==> config.mk <==
export PLATFORM = sky130hd
export DESIGN_NAME = sal_bank_ctrl
export DESIGN_NICKNAME = d
export VERILOG_FILES = /design/src/rtl/sal_bank_ctrl.sv
export SDC_FILE = /design/constraint.sdc
export NUM_CORES = 1
export LEC_CHECK = 0
export BUFFER_PORTS_ARGS = -buffer_cell sky130_fd_sc_hd__buf_4
export CAP_MARGIN = 0
export CELL_PAD_IN_SITES_DETAIL_PLACEMENT = 1
export CELL_PAD_IN_SITES_GLOBAL_PLACEMENT = 1
export CORE_MARGIN = 2
export CORE_UTILIZATION = 48
export CTS_BUF_LIST = sky130_fd_sc_hd__clkbuf_16
export CTS_CLUSTER_SIZE = 28
export DETAILED_ROUTE_END_ITERATION = 6
export PLACE_DENSITY_LB_ADDON = 0.08
export SKIP_CTS_REPAIR_TIMING = 1
export SLEW_MARGIN = 20
export SYNTH_ARGS = -nofsm -noshare
export SYNTH_HDL_FRONTEND = slang
export SYNTH_SLANG_ARGS = --single-unit
==> constraint.sdc <==
create_clock -name clk -period 6.1 [get_ports clk]
set_input_delay 0.61 -clock clk [delete_from_list [all_inputs] [get_ports clk]]
set_output_delay 0.61 -clock clk [all_outputs]
set_load 0.01 [all_outputs]
==> src/rtl/sal_bank_ctrl.sv <==
// Per-bank DDR2 command sequencer: single-entry request buffer, open-page
// policy, and bank-local ACT/RD/WR/PRE timing enforcement.
module sal_bank_ctrl #(
    parameter int unsigned ID_WIDTH  = 4,
    parameter int unsigned RA_WIDTH  = 14,
    parameter int unsigned CA_WIDTH  = 10,
    parameter int unsigned LEN_WIDTH = 4,
    parameter int unsigned T_RCD     = 4,
    parameter int unsigned T_RP      = 4,
    parameter int unsigned T_RAS     = 12,
    parameter int unsigned T_RTP     = 2,
    parameter int unsigned T_WTP     = 8
) (
    input  logic                 clk,
    input  logic                 rst_n,
    input  logic                 req_valid,
    output logic                 req_ready,
    input  logic [ID_WIDTH-1:0]  req_id,
    input  logic [RA_WIDTH-1:0]  req_ra,
    input  logic [CA_WIDTH-1:0]  req_ca,
    input  logic [LEN_WIDTH-1:0] req_len,
    input  logic                 req_wr,
    output logic                 cmd_valid,
    input  logic                 cmd_ready,
    output logic [1:0]           cmd_type,
    output logic [RA_WIDTH-1:0]  cmd_ra,
    output logic [CA_WIDTH-1:0]  cmd_ca,
    output logic [ID_WIDTH-1:0]  cmd_id,
    output logic [LEN_WIDTH-1:0] cmd_len,
    output logic                 bank_open,
    output logic [RA_WIDTH-1:0]  open_row
);

    localparam int unsigned T_M1  = (T_RCD > T_RP)  ? T_RCD : T_RP;
    localparam int unsigned T_M2  = (T_RAS > T_RTP) ? T_RAS : T_RTP;
    localparam int unsigned T_M3  = (T_M1 > T_M2)   ? T_M1  : T_M2;
    localparam int unsigned T_MAX = (T_M3 > T_WTP)  ? T_M3  : T_WTP;
    localparam int unsigned CNT_W = $clog2(T_MAX + 1);

    typedef enum logic {
        ST_CLOSED = 1'b0,
        ST_OPEN   = 1'b1
    } state_t;

    typedef enum logic [1:0] {
        CMD_ACT = 2'd0,
        CMD_RD  = 2'd1,
        CMD_WR  = 2'd2,
        CMD_PRE = 2'd3
    } cmd_t;

    typedef struct packed {
        logic [ID_WIDTH-1:0]  id;
        logic [RA_WIDTH-1:0]  ra;
        logic [CA_WIDTH-1:0]  ca;
        logic [LEN_WIDTH-1:0] len;
        logic                 wr;
    } req_t;

    state_t               state_q,     state_d;
    logic                 buf_valid_q, buf_valid_d;
    req_t                 buf_q,       buf_d;
    logic [CNT_W-1:0]     rcd_q,       rcd_d;
    logic [CNT_W-1:0]     ras_q,       ras_d;
    logic [CNT_W-1:0]     rp_q,        rp_d;
    logic [CNT_W-1:0]     pblk_q,      pblk_d;
    logic                 bank_open_q, bank_open_d;
    logic [RA_WIDTH-1:0]  open_row_q,  open_row_d;
    logic                 cmd_valid_q, cmd_valid_d;
    cmd_t                 cmd_type_q,  cmd_type_d;
    logic [RA_WIDTH-1:0]  cmd_ra_q,    cmd_ra_d;
    logic [CA_WIDTH-1:0]  cmd_ca_q,    cmd_ca_d;
    logic [ID_WIDTH-1:0]  cmd_id_q,    cmd_id_d;
    logic [LEN_WIDTH-1:0] cmd_len_q,   cmd_len_d;
    logic                 req_ready_q, req_ready_d;

    logic grant;
    logic accept;

    function automatic logic [CNT_W-1:0] dec_sat(input logic [CNT_W-1:0] v);
        return (v == '0) ? v : v - CNT_W'(1);
    endfunction

    function automatic logic [CNT_W-1:0] cnt_max(input logic [CNT_W-1:0] a,
                                                 input logic [CNT_W-1:0] b);
        return (a > b) ? a : b;
    endfunction

    assign grant  = cmd_valid_q & cmd_ready;
    assign accept = req_valid & req_ready_q;

    // Next-state: apply grant/accept effects, then pick the command to present
    // from the resulting state so cmd_valid is registered yet never late.
    always_comb begin
        state_d     = state_q;
        buf_valid_d = buf_valid_q;
        buf_d       = buf_q;
        rcd_d       = dec_sat(rcd_q);
        ras_d       = dec_sat(ras_q);
        rp_d        = dec_sat(rp_q);
        pblk_d      = dec_sat(pblk_q);
        bank_open_d = bank_open_q;
        open_row_d  = open_row_q;
        cmd_valid_d = cmd_valid_q;
        cmd_type_d  = cmd_type_q;
        cmd_ra_d    = cmd_ra_q;
        cmd_ca_d    = cmd_ca_q;
        cmd_id_d    = cmd_id_q;
        cmd_len_d   = cmd_len_q;

        if (grant) begin
            case (cmd_type_q)
                CMD_ACT: begin
                    state_d     = ST_OPEN;
                    bank_open_d = 1'b1;
                    open_row_d  = cmd_ra_q;
                    rcd_d       = CNT_W'(T_RCD - 1);
                    ras_d       = CNT_W'(T_RAS - 1);
                end
                CMD_RD: begin
                    buf_valid_d = 1'b0;
                    pblk_d      = cnt_max(pblk_q, CNT_W'(T_RTP - 1));
                end
                CMD_WR: begin
                    buf_valid_d = 1'b0;
                    pblk_d      = cnt_max(pblk_q, CNT_W'(T_WTP - 1));
                end
                default: begin
                    state_d     = ST_CLOSED;
                    bank_open_d = 1'b0;
                    rp_d        = CNT_W'(T_RP - 1);
                end
            endcase
        end

        if (accept) begin
            buf_valid_d = 1'b1;
            buf_d       = '{id: req_id, ra: req_ra, ca: req_ca, len: req_len, wr: req_wr};
        end

        if (!(cmd_valid_q && !cmd_ready)) begin
            cmd_valid_d = 1'b0;
            if (buf_valid_d) begin
                if (state_d == ST_CLOSED) begin
                    if (rp_d == '0) begin
                        cmd_valid_d = 1'b1;
                        cmd_type_d  = CMD_ACT;
                    end
                end else if (buf_d.ra == open_row_d) begin
                    if (rcd_d == '0) begin
                        cmd_valid_d = 1'b1;
                        cmd_type_d  = buf_d.wr ? CMD_WR : CMD_RD;
                    end
                end else if (ras_d == '0 && pblk_d == '0) begin
                    cmd_valid_d = 1'b1;
                    cmd_type_d  = CMD_PRE;
                end
                if (cmd_valid_d) begin
                    cmd_ra_d  = buf_d.ra;
                    cmd_ca_d  = buf_d.ca;
                    cmd_id_d  = buf_d.id;
                    cmd_len_d = buf_d.len;
                end
            end
        end

        req_ready_d = !buf_valid_d;
    end

    // State register for buffer, FSM, timers and registered outputs.
    always_ff @(posedge clk or negedge rst_n) begin
        if (!rst_n) begin
            state_q     <= ST_CLOSED;
            buf_valid_q <= 1'b0;
            buf_q       <= '0;
            rcd_q       <= '0;
            ras_q       <= '0;
            rp_q        <= '0;
            pblk_q      <= '0;
            bank_open_q <= 1'b0;
            open_row_q  <= '0;
            cmd_valid_q <= 1'b0;
            cmd_type_q  <= CMD_ACT;
            cmd_ra_q    <= '0;
            cmd_ca_q    <= '0;
            cmd_id_q    <= '0;
            cmd_len_q   <= '0;
            req_ready_q <= 1'b1;
        end else begin
            state_q     <= state_d;
            buf_valid_q <= buf_valid_d;
            buf_q       <= buf_d;
            rcd_q       <= rcd_d;
            ras_q       <= ras_d;
            rp_q        <= rp_d;
            pblk_q      <= pblk_d;
            bank_open_q <= bank_open_d;
            open_row_q  <= open_row_d;
            cmd_valid_q <= cmd_valid_d;
            cmd_type_q  <= cmd_type_d;
            cmd_ra_q    <= cmd_ra_d;
            cmd_ca_q    <= cmd_ca_d;
            cmd_id_q    <= cmd_id_d;
            cmd_len_q   <= cmd_len_d;
            req_ready_q <= req_ready_d;
        end
    end

    assign req_ready = req_ready_q;
    assign cmd_valid = cmd_valid_q;
    assign cmd_type  = cmd_type_q;
    assign cmd_ra    = cmd_ra_q;
    assign cmd_ca    = cmd_ca_q;
    assign cmd_id    = cmd_id_q;
    assign cmd_len   = cmd_len_q;
    assign bank_open = bank_open_q;
    assign open_row  = open_row_q;

endmodule

==> run summary <==
DETAILED ROUTING
--------------------------------------------------------------------------------
Routed wire length ................................................     10710 um
Number of DRC violations after detailed routing ...................            0
Iteration count of the initial detailed-routing pass ..............            4
First-iteration detailed-routing DRC count ........................           39
Vias after detailed routing .......................................         2962
Residual antenna-violating net count after detailed routing .......            0
DR vias/cell ......................................................        5.215
Routed length per placed instance .................................     18.85 um

POWER AND IR DROP
--------------------------------------------------------------------------------
Total power density per cell area ................................. 624.9 mW/mm^2
Leakage power .....................................................     2.653 nW
Maximum vdd drop ..................................................     322.2 uV
Power after layout ................................................     3.529 mW

SYNTH
--------------------------------------------------------------------------------
Mean area per synthesized cell ....................................   13.59 um^2
Fraction of registers with async set or reset after synthesis .....       100.0%
Ys Warns ..........................................................            0
Portion of the post-synthesis area used by sequential elements ....       55.27%
Count of state elements after synthesis ...........................          102
Primary FF master, synth .......................................... sky130_fd_sc_hd__dfrtp_1
Synthesized netlist cell count ....................................          340
Total standard cell area after synthesis .......................... 0.004621 mm^2
Number of synthesized flops with an enable pin ....................            0
Net Count, Synth ..................................................          387
Library cells used by synthesis ...................................           42

FLOW RUN
--------------------------------------------------------------------------------
Max-cap violations ................................................            0

GRT
--------------------------------------------------------------------------------
Global-route wire length before repair ............................     17410 um
Overflow left after global routing ................................            0
Initial antenna violation count ...................................            0
Via count of the first global-routing pass ........................         3288
Maximum number of pins on one net before global-route repair ......           69
Global router's overall resource usage ............................       22.19%

CELLS AND AREA
--------------------------------------------------------------------------------
Antenna diodes ....................................................            0
Most frequent cells in the layout ................................. sky130_fd_sc_hd__dfrtp_1 (101), sky130_fd_sc_hd__buf_4 (92), sky130_fd_sc_hd__mux2_2 (51), sky130_fd_sc_hd__mux2_4 (32), sky130_fd_sc_hd__inv_1 (17)
Summed area of non-filler cells in the final layout ............... 0.005648 mm^2
Count of filler cells inserted in the layout ......................          949
Layout overhead on the synthesized area ...........................       22.23%
Area of combinational cells with multiple inputs .................. 0.001904 mm^2
Number of nets in the layout ......................................          481
Sequential cell area .............................................. 0.002554 mm^2
Fraction of the core area covered by cells at the end of the flow .       60.84%
Most common cell after layout, fill and taps aside ................ sky130_fd_sc_hd__dfrtp_1
Share of layout cells above drive strength 1 ......................       43.96%

TIMING
--------------------------------------------------------------------------------
Number of pins exceeding their max-slew limit in the final report .            0
Actual transition at the worst max-transition pin .................    0.8505 ns
Fmax ..............................................................   0.2261 GHz
Headroom to the max-slew limit ....................................       43.30%
Setup skew after layout ...........................................   0.01097 ns
Setup slack after layout ..........................................     1.678 ns
Hold violation count in the final report ..........................            0
Final critical-path required period ...............................     4.422 ns
Final period utilization ..........................................       72.50%
TNS Setup .........................................................         0 ns
Setup repair after global routing missed its margin ...............           no
Setup violation total in the final timing report ..................            0

CRITICAL PATH
--------------------------------------------------------------------------------
Category of the most critical setup path ..........................   reg -> reg
Worst setup slack for register-to-register paths ..................      1.68 ns
Cell depth of the worst flop-to-flop path .........................           12
Maximum net fanout on the critical path ...........................           20
R2R Path Start ....................................................  cmd_type[0]
Required time at the endpoint of the critical path ................      6.33 ns
Type of element capturing the critical path .......................         flop
Arrival time at the worst endpoint ................................      4.66 ns
Worst reg2reg endpoint ............................................    cmd_ra[1]
Critical path startpoint category .................................         flop

DIE
--------------------------------------------------------------------------------
Die width .........................................................     102.1 um
Total I/O pin count ...............................................           88
Initial cell density of the core ..................................       49.77%
Std cell rows .....................................................           35
Area inside the core boundary ..................................... 0.009284 mm^2
Die H .............................................................     102.1 um
Die area .......................................................... 0.01043 mm^2

CLOCKING
--------------------------------------------------------------------------------
Inserted Clock Buffers ............................................            9
Clock tree from TritonCTS .........................................          yes
TritonCTS Sinks ...................................................          102
Reg clk slew, reported paths ......................................      0.07 ns
Master cell of the clock root buffer .............................. sky130_fd_sc_hd__clkbuf_16
Clock Latency Late Sink ...........................................      0.35 ns
Maximum clock insertion buffer count ..............................            2
H-tree depth ......................................................            3

HOLD PATH
--------------------------------------------------------------------------------
Worst hold path type ..............................................  in -> async

PLACED DESIGN
--------------------------------------------------------------------------------
Placer congestion estimate ........................................       0.7743
Detailed Place HPWL ...............................................      7598 um
Placement-stage cell area ......................................... 0.005374 mm^2
Count of input and output buffers .................................           87
Place WS ..........................................................     1.559 ns

STATUS
--------------------------------------------------------------------------------
Status ............................................................ finished clean

## synth_stat cells, drive strengths merged, types with 2 or more instances
| cell | count | area share [%] |
|---|---|---|
| a21oi | 15 | 1.9 |
| and2 | 4 | 0.54 |
| and3 | 4 | 0.54 |
| buf | 8 | 2.1 |
| dfrtp | 101 | 55 |
| ha | 10 | 2.7 |
| inv | 17 | 1.4 |
| mux2 | 83 | 23 |
| nand2 | 16 | 1.3 |
| nand2b | 3 | 0.41 |
| nand3 | 5 | 0.54 |
| nor2 | 13 | 1.1 |
| nor2b | 5 | 0.68 |
| nor3 | 8 | 0.87 |
| nor4 | 3 | 0.41 |
| o2111ai | 3 | 0.57 |
| o211ai | 3 | 0.49 |
| o21ai | 3 | 0.32 |
| or3 | 5 | 0.68 |
| or4 | 2 | 0.41 |
| xnor2 | 15 | 2.8 |
## kinds of logic after synthesis
| family | Yosys count | synth area share, % |
|---|---|---|
| XOR/XNOR | 15 | 2.843 |
| flip-flops | 102 | 55.27 |
| adder cells (fa/ha/maj) | 10 | 2.708 |
| buffers and inverters | 26 | 3.520 |
| multiplexers | 83 | 22.83 |
| AND/OR/NAND/NOR | 70 | 7.745 |
| AO/OA/AOI/OAI | 34 | 5.091 |
## registers in the layout, summed over array words and instances, names as in the netlist
name and flops:
open_row 14, cmd_len 4, pblk_q 4, state_q 1, cmd_type 2, cmd_id 4
ras_q 4, rcd_q 4, cmd_ra 14, cmd_ca 10, req_ready 1, cmd_valid 1
bank_open 1, rp_q 4, buf_q 33, buf_valid_q 1
## worst max path at each step
| stage | end | slack, ns | cells past startpoint | startpoint |
|---|---|---|---|---|
| CTS | cmd_ra[12] | 1.66 | 12 | cmd_type[0] |
| global placement | cmd_ra[13] | 1.60 | 11 | req_valid |
| finish | cmd_ra[1] | 1.68 | 12 | cmd_type[0] |
| floorplan | cmd_ca[0] | 2.83 | 11 | cmd_type[0] |
| global route | cmd_ra[12] | 1.42 | 12 | cmd_type[0] |
| detailed placement | cmd_ra[1] | 1.56 | 11 | req_valid |
## through the flow
stage | cells | hold WS [ns]
floorplan | 340 | 0.3144
global placement | 552 | 0.4575
detailed placement | 552 | 0.4866
CTS | 568 | 0.2068
global route | 568 | 0.2273
finish | 568 | 0.1949
## where the power goes
part	switching, mW	internal [mW]	total [mW]	leakage (nW)
clock network	0.262	0.278	0.540	0.133
registers	0.227	1.03	1.26	1.22
logic	0.792	0.940	1.73	1.30
## layer usage
layer	track usage [%]	routed length [um]
met3	6.156	435
met2	36.13	5205
met1	29.27	4925
met5	0	0
met4	6.564	143
## worst max-delay path: stages (launching register included)
cell,delay (ns)
sky130_fd_sc_hd__dfrtp_1,0.44
sky130_fd_sc_hd__inv_1,0.11
sky130_fd_sc_hd__ha_1,0.20
sky130_fd_sc_hd__and3_1,0.37
sky130_fd_sc_hd__buf_4,0.31
sky130_fd_sc_hd__mux2_2,0.39
sky130_fd_sc_hd__and2_1,0.14
sky130_fd_sc_hd__o2111ai_1,0.26
sky130_fd_sc_hd__nor4_1,0.17
sky130_fd_sc_hd__or4_4,0.53
sky130_fd_sc_hd__a21oi_4,0.70
sky130_fd_sc_hd__buf_4,0.36
sky130_fd_sc_hd__mux2_4,0.32
## final cells by class
class	count	share of cell area (%)
sequential	102	45.21
inverter	17	1.130
tap	129	2.858
multi-input combinational	212	33.72
clock buffer	9	3.988
clock inverter	7	0.8640
timing repair buffer	92	12.23
(Power assumes the default switching activity.)
